File: config.mk
export PLATFORM = sky130hd
export DESIGN_NAME = tt_sweep_ctrl_flat
export DESIGN_NICKNAME = d
export VERILOG_FILES = /design/src/rtl/tt_sweep_ctrl_if.sv /design/src/rtl/tt_sweep_ctrl.sv /design/src/flat_wrapper.sv
export SDC_FILE = /design/constraint.sdc
export NUM_CORES = 1
export LEC_CHECK = 0
export BUFFER_PORTS_ARGS = -buffer_cell sky130_fd_sc_hd__buf_2
export CAP_MARGIN = 25
export CELL_PAD_IN_SITES_DETAIL_PLACEMENT = 1
export CELL_PAD_IN_SITES_GLOBAL_PLACEMENT = 2
export CORE_MARGIN = 2
export CORE_UTILIZATION = 30
export CTS_CLUSTER_DIAMETER = 100
export DETAILED_ROUTE_END_ITERATION = 10
export HOLD_SLACK_MARGIN = 0.05
export MAX_ROUTING_LAYER = met4
export PLACE_DENSITY_LB_ADDON = 0.1
export REMOVE_ABC_BUFFERS = 1
export SLEW_MARGIN = 10
export SYNTH_ARGS = -nofsm -noshare
export SYNTH_HDL_FRONTEND = slang
export SYNTH_SLANG_ARGS = --single-unit
File: constraint.sdc
create_clock -name clk -period 1.7 [get_ports clk]
set_clock_uncertainty 0.05 [all_clocks]
set_input_delay 0.425 -clock clk [delete_from_list [all_inputs] [get_ports clk]]
set_output_delay 0.425 -clock clk [all_outputs]
set_load 0.02 [all_outputs]
File: src/rtl/tt_sweep_ctrl_if.sv
// Purpose: bundle of sweep-control signals between a controller user and tt_sweep_ctrl.
// Latency: none, wires only.
// Backpressure: none; start is a level sampled only while the controller is idle.
interface tt_sweep_ctrl_if;
    logic       start;
    logic       abort;
    logic       f_in;
    logic [2:0] xyz;
    logic       busy;
    logic       done;
    logic [7:0] tt;
    logic       mismatch;
    logic [3:0] err_cnt;

    // Side that requests sweeps and hosts the circuit under test.
    modport master (
        output start, abort, f_in,
        input  xyz, busy, done, tt, mismatch, err_cnt
    );

    // Sweep controller side.
    modport slave (
        input  start, abort, f_in,
        output xyz, busy, done, tt, mismatch, err_cnt
    );
endinterface

File: src/rtl/tt_sweep_ctrl.sv
// Purpose: sweeps xyz over 0..7, captures f_in into tt[], optionally counts mismatches against G = X&Y | ~X&Z (macro TT_CHECK_EN).
// Latency: start sampled in cycle 0 -> done pulse in cycle 8*HOLD+1; each combination held HOLD cycles.
// Backpressure: none; start ignored unless idle, abort cancels a sweep on the next edge.
module tt_sweep_ctrl #(
    parameter int unsigned HOLD = 1
) (
    input  logic               clk,
    input  logic               rst,
    tt_sweep_ctrl_if.slave     sweep_if
);

    localparam logic [1:0] S_IDLE  = 2'd0;
    localparam logic [1:0] S_DRIVE = 2'd1;
    localparam logic [1:0] S_DONE  = 2'd2;

    localparam logic [3:0] HOLD_L = 4'(HOLD);

    logic [1:0] state_q, state_d;
    logic [2:0] xyz_q,   xyz_d;
    logic [3:0] hold_q,  hold_d;
    logic [7:0] tt_q,    tt_d;
    logic       sample;
    logic       sweep_clr;

    // Next-state logic: walk the combinations, sample on the last hold cycle.
    always_comb begin
        state_d   = state_q;
        xyz_d     = xyz_q;
        hold_d    = hold_q;
        tt_d      = tt_q;
        sample    = 1'b0;
        sweep_clr = 1'b0;
        case (state_q)
            S_IDLE: begin
                if (sweep_if.start) begin
                    state_d   = S_DRIVE;
                    xyz_d     = 3'd0;
                    hold_d    = HOLD_L;
                    tt_d      = 8'h00;
                    sweep_clr = 1'b1;
                end
            end
            S_DRIVE: begin
                if (sweep_if.abort) begin
                    // Partial tt is deliberately kept for inspection.
                    state_d = S_IDLE;
                    xyz_d   = 3'd0;
                    hold_d  = 4'd0;
                end else if (hold_q == 4'd1) begin
                    sample           = 1'b1;
                    tt_d[xyz_q]      = sweep_if.f_in;
                    if (xyz_q == 3'd7) begin
                        state_d = S_DONE;
                        xyz_d   = 3'd0;
                        hold_d  = 4'd0;
                    end else begin
                        xyz_d  = xyz_q + 3'd1;
                        hold_d = HOLD_L;
                    end
                end else begin
                    hold_d = hold_q - 4'd1;
                end
            end
            S_DONE: begin
                state_d = S_IDLE;
            end
            default: begin
                state_d = S_IDLE;
                xyz_d   = 3'd0;
                hold_d  = 4'd0;
            end
        endcase
    end

    // Sweep state registers with synchronous reset.
    always_ff @(posedge clk) begin
        if (rst) begin
            state_q <= S_IDLE;
            xyz_q   <= 3'd0;
            hold_q  <= 4'd0;
            tt_q    <= 8'h00;
        end else begin
            state_q <= state_d;
            xyz_q   <= xyz_d;
            hold_q  <= hold_d;
            tt_q    <= tt_d;
        end
    end

`ifdef TT_CHECK_EN
    logic       golden;
    logic [3:0] err_q, err_d;

    // Reference function evaluated on the combination currently driven.
    assign golden = (xyz_q[2] & xyz_q[1]) | (~xyz_q[2] & xyz_q[0]);

    // At most 8 samples per sweep, so the 4-bit count never wraps.
    always_comb begin
        err_d = err_q;
        if (sweep_clr) begin
            err_d = 4'd0;
        end else if (sample && (sweep_if.f_in != golden)) begin
            err_d = err_q + 4'd1;
        end
    end

    // Error counter register.
    always_ff @(posedge clk) begin
        if (rst) begin
            err_q <= 4'd0;
        end else begin
            err_q <= err_d;
        end
    end

    assign sweep_if.err_cnt  = err_q;
    assign sweep_if.mismatch = (err_q != 4'd0);
`else
    logic unused_chk;
    assign unused_chk        = sample ^ sweep_clr;
    assign sweep_if.err_cnt  = 4'd0;
    assign sweep_if.mismatch = 1'b0;
`endif

    assign sweep_if.xyz  = xyz_q;
    assign sweep_if.busy = (state_q == S_DRIVE);
    assign sweep_if.done = (state_q == S_DONE);
    assign sweep_if.tt   = tt_q;

endmodule

File: src/flat_wrapper.sv
// flat-port wrapper written by rule: the top's interface ports become plain ports
module tt_sweep_ctrl_flat 
#(
    parameter int unsigned HOLD = 1
)
  (clk, rst, sweep_if_start, sweep_if_abort, sweep_if_f_in, sweep_if_xyz, sweep_if_busy, sweep_if_done, sweep_if_tt, sweep_if_mismatch, sweep_if_err_cnt);
  tt_sweep_ctrl_if sweep_if_i ();
  input  logic clk;
  input  logic rst;
  input wire logic [$bits(sweep_if_i.start)-1:0] sweep_if_start;
  input wire logic [$bits(sweep_if_i.abort)-1:0] sweep_if_abort;
  input wire logic [$bits(sweep_if_i.f_in)-1:0] sweep_if_f_in;
  output wire logic [$bits(sweep_if_i.xyz)-1:0] sweep_if_xyz;
  output wire logic [$bits(sweep_if_i.busy)-1:0] sweep_if_busy;
  output wire logic [$bits(sweep_if_i.done)-1:0] sweep_if_done;
  output wire logic [$bits(sweep_if_i.tt)-1:0] sweep_if_tt;
  output wire logic [$bits(sweep_if_i.mismatch)-1:0] sweep_if_mismatch;
  output wire logic [$bits(sweep_if_i.err_cnt)-1:0] sweep_if_err_cnt;
  assign sweep_if_i.start = sweep_if_start;
  assign sweep_if_i.abort = sweep_if_abort;
  assign sweep_if_i.f_in = sweep_if_f_in;
  assign sweep_if_xyz = sweep_if_i.xyz;
  assign sweep_if_busy = sweep_if_i.busy;
  assign sweep_if_done = sweep_if_i.done;
  assign sweep_if_tt = sweep_if_i.tt;
  assign sweep_if_mismatch = sweep_if_i.mismatch;
  assign sweep_if_err_cnt = sweep_if_i.err_cnt;
  tt_sweep_ctrl #(.HOLD(HOLD)) u_core (.clk(clk), .rst(rst), .sweep_if(sweep_if_i));
endmodule
== Yosys cells after proc, flatten, opt, wreduce, memory -nomap -nowiden ==
Index checks and enable logic that the tools add are counted.
Word-level totals
  output and inout port bits: 18
  word-level logic and storage cells: 47
  register bits: 17
  input bits: 5
Operators by class
  equal/unequal tests: 9
  mux-type cells: 22
  reduce and logical (&&, ||, !) cells: 7
  add/subtract/negate cells: 2
  bitwise logic cells: 1
  magnitude comparators: 2
Operator list (count)
  2-to-1 mux 8 bit: 3
  one-hot mux 8 bit (2 select lines): 1
  2-to-1 mux 3 bit: 4
  2-to-1 mux 4 bit: 3
  one-hot mux 4 bit (3 select lines): 1
  one-hot mux 3 bit (3 select lines): 1
  bitwise mux 8 bit: 1
  2-to-1 mux 2 bit: 4
  != test 3 x 2 -> 1 bit (second input constant): 2
  AND reduction 3 bit: 2
  == test 4 x 1 -> 1 bit (second input constant): 1
  less-than comparator 3 x 4 -> 1 bit (second input constant): 1
  != test 2 bit (second input constant): 2
  one-hot mux 2 bit (2 select lines): 1
  AND reduction 4 bit: 1
  subtractor 4 x 1 -> 4 bit (second input constant): 1
  adder 3 x 1 -> 3 bit (second input constant): 1
  demux 1 bit (select 3 bit): 1
  == test 3 bit (second input constant): 1
  greater-or-equal comparator 3 x 1 -> 1 bit (second input constant): 1
  == test 2 x 1 -> 1 bit (second input constant): 1
  == test 2 bit (second input constant): 1
  zero test 2 bit: 1
  2-to-1 mux 1 bit: 2
  5 further kinds: 5

== Longest topological paths before layout ==
Gate-level depths: netlist of the first run.
  depth after elaboration: 8
  depth in mapped cells: 6

== Worst setup path after synthesis of the first run ==
No wires, ideal clock.
  path type: reg2reg
  start: reg u_core.hold_q[1]
  end: reg u_core.tt_q[0] (netlist: u_core.sweep_if.tt[0])
  stages on the path, launching flop included: 7
  slack: 124 ps
  clock period less this slack: 1576 ps
  arrival time: 1434 ps
  path buffers: 0
  required time: 1558 ps
  library setup time: 92 ps
  path through: dfxtp_1 -> inv_1 -> ha_1 -> or3b_1 -> nor3_4 -> nand3b_1 -> o32ai_1
Between the ends
  cells in the longest elaborated chain, start to end: 3
RTL lines
  start: declaration: RTL line tt_sweep_ctrl.sv:20  | logic [3:0] hold_q, hold_d;
  start signal: assignment: RTL line tt_sweep_ctrl.sv:85  | hold_q <= hold_d;
  == test 4 x 1 -> 1 bit: RTL line tt_sweep_ctrl.sv:49  | end else if (hold_q == 4'd1) begin
  != test 2 x 1 -> 1 bit (no line)
  AND reduction 4 bit (no line)
  end signal: assignment: RTL line tt_sweep_ctrl.sv:86  | tt_q <= tt_d;
  end: declaration: RTL line tt_sweep_ctrl.sv:21  | logic [7:0] tt_q, tt_d;
Every way passes these cells.
A chain may end at the register's enable or synchronous reset.

== Final worst setup path of the first run ==
  start: reg u_core.hold_q[1]
  end: reg u_core.tt_q[1] (netlist: u_core.sweep_if.tt[1])
Same word-level chain as after synthesis.

==> impl.org, run 1 <==
** Setup path
- Class of the most critical setup path :: reg2reg
- Setup slack of the most critical reg-to-reg path :: 0.03 ns
- The worst register-to-register path has a depth of 6.
- The startpoint identified for the worst register-to-register timing path is u_core.hold_q[1].
- Sort of element at the end of the critical path :: flip-flop
- Critical Path Source Type :: flip-flop
- Worst r2r dst :: u_core.sweep_if.tt[1]
- Worst EP arrival :: around 1.9 ns
- Data required time of the worst path :: 1.88 ns
- Along the worst path, the maximum fanout reaches 4.

** Clock tree
- In this run the number of H-tree levels came out at 1.
- For this design, the CTS-stage hold fixing added 0 buffers.
- Maximum clock insertion buffer count :: 2
- Number of buffers added by the clock tree synthesis step :: 3
- Worst skew pair latency :: approximately 0.3 ns
- TritonCTS built the clock tree.
- Clock-pin slew reported for the worst setup and hold paths after clock tree synthesis :: 0.12 ns
- Root Driver :: sky130_fd_sc_hd__clkbuf_4
- The clock net in this run drives a total of 17 sinks.

** Worst hold path
- Worst hold path startpoint :: sweep_if_f_in
- The worst hold path passes through 3 cells.
- Hold worst-path end :: u_core.sweep_if.tt[4]
- The path class of the tightest hold or removal check is in2reg.

** Die
- The die is 60.3 um wide.
- After floorplanning, the core was divided into 20 placement rows.
- 23 I/O pins were placed.
- Height of the chip :: around 60 um
- The floorplan step defined a die boundary enclosing between 3000 and 4000 um2.
- Initial standard-cell utilization of the core :: 31.4%
- The core region is 3030 um2.

** Global routing
- GRT Resource Usage Total :: between 15 and 20%
- Entering global routing, the biggest net connects 14 pins.
- Vias in the first global route :: 885
- Congestion Overflow GR :: 0
- The initial antenna violation count was 0.
- The first global-routing pass estimated 4180 um of wire.

** Synthesis
- A synthesized cell averages about 8.4 um2.
- The number of different library cells used by synthesis comes to 35.
- Counting flops and latches in the post-synthesis netlist gives 17.
- Synth Flop Type :: sky130_fd_sc_hd__dfxtp_1
- The cell area that synthesis handed to floorplanning was roughly 950 um2.
- Of all flip-flops after synthesis, the portion carrying an async set or reset was 0%.
- Synth warnings :: 0
- In this run, synthesis inferred 0 flip-flops with an integrated enable.
- Count of mapped cells out of synthesis :: ~110
- Sequential fraction of the synthesis area :: between 30% and 40%

** Job
- Max Cap Viol :: 0

** Finish
- Area taken by flip-flops and latches :: 345 um2
- Area of the multi-input gates :: 572 um2
- The layout has around 370 filler cells.
- Once layout is done, the placed cells without fillers occupy ~1200 um2.
- Of the cells placed in the final design, the portion with a size suffix greater than 1 is between 30% and 40%.
- Diodes inserted :: 0
- Layout overhead on the synthesized area :: 29.6%
- Net count reported at finish :: 155

** Route
- First drt pass iteration count :: 4
- Starting DRC count in detailed routing :: 29
- DRC violations left :: 0
- Average routed wire per standard cell :: about 14 um
- Wires add up to roughly 2600 um.
- Number of vias after detailed routing :: roughly 900
- After detailed routing, the number of vias per cell comes to about 4.8.
- Antenna-violating nets left :: 0

** Power and ir drop
- In this run the static leakage power is about 0.00053 uW.
- PD cells :: 642 nW/um2
- IR drop worst, VDD :: 0.231 mV

** Timing
- After layout, the worst path uses between 90 and 100% of the clock period.
- Timing would allow up to between 500 and 600 MHz.
- Setup violations remaining at the end of the flow were counted as 0.
- The count of final hold-check violations came to 0.
- After layout, the minimum clock period comes to 1.67 ns.
- Hold timing on the final database bottoms out at a slack of ~0.41 ns.
- Fin. max-slew vios :: 0
- Unrepaired setup endpoints after global routing :: true

** Placement
- Once placement finished, the instance area stood at 1150 um2.
- The HPWL after detailed placement is between 1500 and 2000 um.
- During placement, the flow inserted port buffers numbering 17.
- GP Congestion :: between 0.7 and 0.8

** Outcome
- Run status :: finished, final reports clean
state kept, by name, indices dropped and copies added, names as in the netlist:
name / flops
u_core.state_q: 2
u_core.hold_q: 4
u_core.sweep_if.xyz: 3
u_core.sweep_if.tt: 8
cell families after synthesis:
group,count (synthesis),synth area share [%]
buffers and inverters,15,7.91
other,1,0.395
flip-flops,17,35.8
AO/OA/AOI/OAI,33,21.2
AND/OR/NAND/NOR,43,29.4
adder cells (fa/ha/maj),4,5.27
timing repair:
item	4_1_cts	5_1_grt
resized for setup	1	8
buffers inserted	0	3
pin swaps	3	5
endpoints found under the hold margin	0	0
endpoints found under the setup margin	5	7
layout make-up:
cell class | instances | area share (%)
clock buffers | 3 | 1.83
clock inverters | 1 | 0.407
inverters | 5 | 1.52
multi-input cells | 85 | 46.4
flip-flops and latches | 17 | 28.0
well taps | 44 | 4.47
repair buffers | 34 | 17.3
per-layer routing:
layer | GRT usage, % | wire length [um] | vias up
met5 | - | 0 | -
met4 | 5.71 | 20 | 0
met3 | 3.25 | 79 | 2
met2 | 24.1 | 1180 | 16
met1 | 21.5 | 1340 | 434
li1 | - | - | 450
synth_stat cells, drive strengths merged (4+ instances only):
library cell  instances  area [um2]
buf                   5        37.5
inv                   5        18.8
nor2b                 6        37.5
nand2b                6        37.5
ha                    4        50.1
o21ai                 8        40.0
o22ai                 4        25.0
a21oi                10        50.1
dfxtp                17         340
clkbuf                5        18.8
nand2                 4        15.0
nor2                  8        30.0
nor3                  4        31.3
power by group:
group          leakage [uW]  switching (uW)  internal (uW)
logic              0.000377            79.4           66.4
clock network     0.0000177             143           87.5
registers          0.000139            7.26            406
total              0.000533             230            560
worst max path at each step:
stage	from	endpoint	slack [ns]	cells after the start
after floorplan	u_core.state_q[0]	u_core.hold_q[2]	0.12	4
after global placement	u_core.hold_q[0]	u_core.sweep_if.tt[2]	-0.02	5
after detailed placement	u_core.hold_q[1]	u_core.sweep_if.tt[1]	-0.04	6
after CTS	u_core.state_q[0]	sweep_if_busy	0.002	3
after global routing	u_core.hold_q[1]	u_core.sweep_if.tt[3]	-0.06	6
final	u_core.hold_q[1]	u_core.sweep_if.tt[1]	0.03	6
worst max-delay path, stage by stage (launching register included):
cell and delay, ns:
sky130_fd_sc_hd__dfxtp_2 0.34, sky130_fd_sc_hd__inv_2 0.06, sky130_fd_sc_hd__ha_4 0.12, sky130_fd_sc_hd__or3b_4 0.40, sky130_fd_sc_hd__nor3_4 0.22, sky130_fd_sc_hd__nand3b_1 0.23, sky130_fd_sc_hd__o21ai_1 0.19
per-stage QoR:
| stage | power [uW] | worst slack [ns] | TNS, ns | std cells | util, % |
|---|---|---|---|---|---|
| global placement | 553 | -0.0183 | -0.0183 | 182 | 38.1 |
| detailed placement | 554 | -0.0425 | -0.145 | 182 | 38.1 |
| floorplan | 496 | 0.115 | 0 | 107 | - |
| finish | 790 | 0.0271 | 0 | 189 | 40.7 |
| CTS | 793 | 0.00217 | 0 | 186 | 39.1 |
| global route | 839 | -0.0602 | -0.234 | 189 | 40.7 |
cell usage in the layout, fill, tap and decap left out, types with 2 or more instances in the layout:
master / instances
sky130_fd_sc_hd__a21oi_1: 10
sky130_fd_sc_hd__inv_1: 4
sky130_fd_sc_hd__a22o_1: 3
sky130_fd_sc_hd__clkbuf_4: 3
sky130_fd_sc_hd__buf_4: 17
sky130_fd_sc_hd__nand3b_1: 3
sky130_fd_sc_hd__o22ai_1: 4
sky130_fd_sc_hd__ha_1: 3
sky130_fd_sc_hd__nor2_1: 8
sky130_fd_sc_hd__dfxtp_2: 4
sky130_fd_sc_hd__conb_1: 5
sky130_fd_sc_hd__o21a_1: 3
sky130_fd_sc_hd__dfxtp_1: 13
sky130_fd_sc_hd__nand2b_1: 6
sky130_fd_sc_hd__buf_2: 17
sky130_fd_sc_hd__or2_2: 2
sky130_fd_sc_hd__nor3_1: 3
sky130_fd_sc_hd__o21ai_0: 5
sky130_fd_sc_hd__nor2b_1: 6
sky130_fd_sc_hd__or3b_4: 2
sky130_fd_sc_hd__o21ai_1: 3
sky130_fd_sc_hd__nand2_1: 4
Power figures use the tool's default switching activity.
==> run 2, diff against run 1 <==
clock period = 1.6 ns   (was 1.7 ns; I/O delays follow)
==> impl.org, run 2 (synthesis results as in run 1) <==
** Outcome
- Run status :: finished, final reports clean (unchanged)

** Die
- Placement row count :: 20 (unchanged)
- The initial cell density of the core came to 31.4% (unchanged).
- The die outline area is 3630 um2 (unchanged).
- The core area was 3030 um2 (unchanged).
- Die width :: 60.3 um (unchanged)
- The die boundary height is 60.3 um (unchanged).
- The I/O pin count was 23 (unchanged).

** Setup path
- CP max FO :: 8 (was 4)
- Data required time of the worst path :: 1.76 ns (was 1.88 ns)
- Sort of element at the end of the critical path :: flip-flop (unchanged)
- Class of the most critical setup path :: reg2reg (unchanged)
- The critical path arrival came to 1.76 ns (was 1.86 ns).
- Critical Path Source Type :: flip-flop (unchanged)

** Timing
- The fmax is 625 MHz (was 598 MHz).
- Fin. max-slew vios :: 0 (unchanged)
- # setup viols final :: 0 (unchanged)
- The final cycle utilization of the critical path was 99.9% (was 98.4%).
- Final Hold Violating Endpoints :: 0 (unchanged)
- The final hold slack came to 0.363 ns (was 0.412 ns).
- The final critical-path required period was 1.60 ns (was 1.67 ns).
- Unrepaired setup endpoints after global routing :: true (unchanged)
- The setup TNS was 0 ns (unchanged).

** Finish
- Fraction of layout cells with a size suffix above 1 :: 37.4% (was 35.9%)
- Number of flip-flops under the largest register name :: 8 (unchanged)
- Area of the multi-input gates :: 579 um2 (was 572 um2)
- The number of antenna diodes came to 0 (unchanged).
- The number of fill cells is 373 (was 372).
- Most common cell after layout, fill and taps aside :: sky130_fd_sc_hd__buf_4
- Area taken by flip-flops and latches :: 345 um2 (unchanged)
- Net count reported at finish :: 157 (was 155)
- Commonest cells after routing, fill and taps aside :: sky130_fd_sc_hd__buf_4, sky130_fd_sc_hd__buf_2, sky130_fd_sc_hd__dfxtp_1 (was sky130_fd_sc_hd__buf_2, sky130_fd_sc_hd__buf_4, sky130_fd_sc_hd__dfxtp_1)
- The share of the core filled with cells was 41.5% (was 40.7%).
- Layout overhead on the synthesized area :: 32.3% (was 29.6%)

** Clock tree
- The number of clock sinks is 17 (unchanged).
- Clock tree from TritonCTS :: done (unchanged)
- Root Driver :: sky130_fd_sc_hd__clkbuf_4 (unchanged)
- Level count of the clock H-tree :: 1 (unchanged)
- The clock slew at the register clock pins of the worst setup and hold paths was 0.11 ns (was 0.12 ns).
- Maximum clock insertion buffer count :: 2 (unchanged)
- The CTS buffer count was 3 (unchanged).
- The clock insertion delay at the later pin of the skew report was 0.29 ns (was 0.30 ns).

** Global routing
- The global-route wire length before repair came to 4360 um (was 4180 um).
- Pin count of the biggest net entering global routing :: 13 (was 14)
- Vias in the first global route :: 866 (was 885)
- Initial antenna violation count :: 0 (unchanged)
- Congestion Overflow GR :: 0 (unchanged)
- GRT Resource Usage Total :: 16.9% (was 16.1%)

** Route
- The DRC violation count after routing is 0 (unchanged).
- Antenna-violating nets left :: 0 (unchanged)
- The average via count per standard cell is 4.95 (was 4.77).
- Average routed wire per standard cell :: 14.7 um (was 13.9 um)
- The number of DRC markers in iteration 0 came to 33 (was 29).
- Total Wirelength :: 2810 um (was 2620 um)
- The overall via count from detail_route came to 946 (was 902).
- The number of detailed-route iterations in the first pass was 4 (unchanged).

** Power and ir drop
- PD cells :: 672 nW/um2 (was 642 nW/um2)
- Overall power after layout :: 844 uW (was 790 uW)
- Lkg Pwr :: 0.000543 uW (was 0.000533 uW)
- IR drop worst, VDD :: 0.422 mV (was 0.231 mV)

** Placement
- GP Congestion :: 0.753 (was 0.732)
- Placed wire-length estimate :: 1970 um (was 1940 um)
- The count of input and output buffers was 17 (unchanged).

** Worst hold path
- The worst min-delay path class is in2reg (unchanged).

** Job
- Max Cap Viol :: 0 (unchanged)
## run 2: what timing repair did
item	4_1_cts	5_1_grt
hold buffers	0	0
pin swaps	3	7
setup buffers	1	2
resized for setup	6	6
gates cloned	0	0
setup endpoints to repair	10	11
## run 2: critical path: stages (launching register included)
cell and delay [ns]:
sky130_fd_sc_hd__dfxtp_2 0.35, sky130_fd_sc_hd__inv_2 0.05, sky130_fd_sc_hd__ha_4 0.15, sky130_fd_sc_hd__nor3b_2 0.15
sky130_fd_sc_hd__buf_4 0.15, sky130_fd_sc_hd__a22oi_1 0.16, sky130_fd_sc_hd__buf_4 0.19, sky130_fd_sc_hd__a21oi_1 0.06
sky130_fd_sc_hd__o32ai_1 0.21
## run 2: final cells by class
class                   instances  area share [%]
clock buffers                   4            2.09
multi-input cells              85            46.1
flip-flops and latches         17            27.5
inverters                       5            1.49
well taps                      44            4.38
repair buffers                 36            18.4
## run 2: per-layer routing
metal	GRT usage, %	share of wire (%)
met1	25.1	51
met2	23.3	44
met3	3.90	4.5
met5	-	0
met4	2.86	0.60
## run 2: final timing paths
kind	startpoint	slack, ns	cells past startpoint	end
max	u_core.hold_q[1]	0.001	8	u_core.sweep_if.tt[0]
min	rst	0.36	2	u_core.hold_q[3]
max reg2reg	u_core.hold_q[1]	0.001	8	u_core.sweep_if.tt[0]
min reg2reg	u_core.sweep_if.tt[0]	0.43	2	u_core.sweep_if.tt[0]
## run 2: power by group
group	switching, uW	total, uW	internal (uW)	leakage [uW]
Sequential	8.13	440	431	0.000139
Clock	146	243	97.0	0.0000150
Combinational	88.9	162	72.6	0.000389
## run 2: metrics by stage
| stage | instances | instance area [um2] | worst slack [ns] |
|---|---|---|---|
| after floorplan | 107 | 908 | 0.0155 |
| after global placement | 184 | 1170 | -0.0786 |
| after detailed placement | 184 | 1170 | -0.0894 |
| after CTS | 189 | 1220 | -0.00912 |
| after global routing | 191 | 1260 | -0.107 |
| final | 191 | 1260 | 0.00110 |
==> run 3, diff against run 2 <==
BUFFER_PORTS_ARGS = -buffer_cell sky130_fd_sc_hd__clkbuf_2   (was -buffer_cell sky130_fd_sc_hd__buf_2)
==> impl.org, run 3 (synthesis results as in run 1) <==
** Timing
- The count of final hold-check violations was 0 (unchanged).
- The final cycle utilization of the critical path came to 103% (was 99.9%).
- Final WS setup :: -0.0451 ns (was 0.00110 ns)
- F_max :: 608 MHz (was 625 MHz)
- Period minus WS final :: 1.65 ns (was 1.60 ns)
- Unrepaired setup endpoints after global routing :: true (unchanged)
- # setup viols final :: 6 (was 0)
- The max-slew violation count was 0 (unchanged).
- Total Negative Setup Slacks :: -0.158 ns (was 0 ns)

** Die
- The I/O pin count is 23 (unchanged).
- Core box area :: 3030 um2 (unchanged)
- The width of the die came to 60.3 um (unchanged).
- The die boundary height was 60.3 um (unchanged).
- The die outline area is 3630 um2 (unchanged).
- Placement row count :: 20 (unchanged)
- The initial cell density of the core is 31.4% (unchanged).

** Setup path
- The highest net fanout along the worst path came to 4 (was 8).
- The worst endpoint required time came to 1.79 ns (was 1.76 ns).
- Sort of element at the end of the critical path :: flip-flop (unchanged)
- Worst EP arrival :: 1.83 ns (was 1.76 ns)
- Critical Path Source Type :: flip-flop (unchanged)
- The worst setup path category is reg2reg (unchanged).

** Route
- The final routed wirelength across all metal layers came to 2770 um (was 2810 um).
- Antenna-violating nets left :: 0 (unchanged)
- The overall via count from detail_route was 912 (was 946).
- Starting DRC count in detailed routing :: 22 (was 33)
- First drt pass iteration count :: 3 (was 4)
- The average via count per standard cell is 4.77 (was 4.95).
- The DRC violation count after routing was 0 (unchanged).
- Average routed wire per standard cell :: 14.5 um (was 14.7 um)

** Placement
- Placed wire-length estimate :: 2010 um (was 1970 um)
- Cell Count Post-Placement :: 186 (was 184)
- Cell Area, Placed :: 1180 um2 (was 1170 um2)
- PortBufs :: 17 (unchanged)
- Setup slack at placement :: -0.0803 ns (was -0.0894 ns)
- The last weighted congestion value of the routability-driven placer came to 0.838 (was 0.753).

** Clock tree
- Maximum clock insertion buffer count :: 2 (unchanged)
- The number of clock sinks came to 17 (unchanged).
- The deepest level of the CTS H-tree is 1 (unchanged).
- Number of buffers added by the clock tree synthesis step :: 3 (unchanged)
- Root Driver :: sky130_fd_sc_hd__clkbuf_4 (unchanged)
- The TritonCTS clock tree was done (unchanged).
- Worst skew pair latency :: 0.30 ns (was 0.29 ns)
- The clock slew at the register clock pins of the worst setup and hold paths was 0.12 ns (was 0.11 ns).
- The number of hold buffers added after CTS came to 0 (unchanged).

** Job
- The max capacitance violation total came to 0 (unchanged).

** Global routing
- First-pass GRT wire length :: 4490 um (was 4360 um)
- Pin count of the biggest net entering global routing :: 13 (unchanged)
- The initial antenna violation count came to 0 (unchanged).
- GRT Resource Usage Total :: 17.6% (was 16.9%)
- The total global routing overflow came to 0 (unchanged).
- The number of global-route vias before repair is 913 (was 866).

** Finish
- Number of flip-flops under the largest register name :: 8 (unchanged)
- Area taken by flip-flops and latches :: 347 um2 (was 345 um2)
- The non-filler instance count after layout came to 191 (unchanged).
- Count of fill cells added during filler insertion :: 377 (was 373)
- Fraction of layout cells with a size suffix above 1 :: 40.8% (was 37.4%)
- Most common cell after layout, fill and taps aside :: sky130_fd_sc_hd__buf_4 (unchanged)
- Finished layout cell area :: 1270 um2 (was 1260 um2)
- The signed area change from the synthesized netlist to the final layout was 33.9% (was 32.3%).
- Area of the multi-input gates :: 596 um2 (was 579 um2)
- The share of the core filled with cells is 42.0% (was 41.5%).
- Commonest cells after routing, fill and taps aside :: sky130_fd_sc_hd__buf_4, sky130_fd_sc_hd__clkbuf_2, sky130_fd_sc_hd__dfxtp_1 (was sky130_fd_sc_hd__buf_4, sky130_fd_sc_hd__buf_2, sky130_fd_sc_hd__dfxtp_1)
- The number of nets in the layout is 157 (unchanged).
- Diodes inserted :: 0 (unchanged)

** Outcome
- Run status :: finished, violations left (was finished, final reports clean)
- Failing checks :: negative setup slack

** Worst hold path
- HP Class :: in2reg (unchanged)

** Power and ir drop
- The static leakage is 0.000538 uW (was 0.000543 uW).
- PD cells :: 673 nW/um2 (was 672 nW/um2)
- The worst vdd rail ir drop is 0.423 mV (was 0.422 mV).
[run 3: changes by cell type in the layout (fill, tap and decap cells not counted), sizes merged]
cell | previous run | this run
buf | 36 | 19
clkinv | 0 | 1
clkbuf | 4 | 20
[run 3: timing repair]
| item | in CTS | in global routing |
|---|---|---|
| setup endpoints to repair | 14 | 11 |
| pin swaps | 4 | 4 |
| cloned | 0 | 0 |
| buffers inserted | 1 | 0 |
| gates resized for setup | 9 | 7 |
[run 3: per-layer routing]
layer  part of all wire, %  vias up  global-route usage (%)
met5                     0        -                       -
met1                    52      435                    24.9
met2                    44       18                    25.9
li1                      -      455                       -
met4                  0.83        0                    4.76
met3                   2.8        4                    2.81
[run 3: where the power goes]
| group | leakage (uW) | internal [uW] | total, uW | switching (uW) |
|---|---|---|---|---|
| Combinational | 0.000380 | 75.4 | 163 | 87.4 |
| Clock | 0.0000177 | 93.1 | 253 | 159 |
| Sequential | 0.000140 | 431 | 440 | 8.94 |
| Total | 0.000538 | 600 | 856 | 256 |
[run 3: cell type report]
cell class / instances / area share (%)
clock inverters: 1 / 0.394
flip-flops and latches: 17 / 27.3
multi-input cells: 85 / 46.9
inverters: 5 / 1.48
well taps: 44 / 4.33
repair buffers: 36 / 17.9
clock buffers: 3 / 1.77
[run 3: per-stage QoR]
step | hold WS, ns | power [uW]
3_3_place_gp | 0.418 | 596
4_1_cts | 0.365 | 855
3_5_place_dp | 0.427 | 598
6_report | 0.346 | 856
2_1_floorplan | 0.411 | 527
5_1_grt | 0.360 | 903
[run 3: path summary, 6_finish.rpt]
kind / start / end / slack [ns] / cells past startpoint
max: u_core.hold_q[1] / u_core.sweep_if.tt[1] / -0.05 / 6
min: rst / u_core.hold_q[2] / 0.35 / 2
max reg2reg: u_core.hold_q[1] / u_core.sweep_if.tt[1] / -0.05 / 6
min reg2reg: u_core.sweep_if.tt[7] / u_core.sweep_if.tt[7] / 0.45 / 2
[run 3: critical path: stages (launching register included)]
cell	delay [ns]
sky130_fd_sc_hd__dfxtp_2	0.35
sky130_fd_sc_hd__inv_2	0.07
sky130_fd_sc_hd__ha_4	0.13
sky130_fd_sc_hd__or3b_4	0.40
sky130_fd_sc_hd__nor3_4	0.18
sky130_fd_sc_hd__nand3b_1	0.22
sky130_fd_sc_hd__o21ai_1	0.18
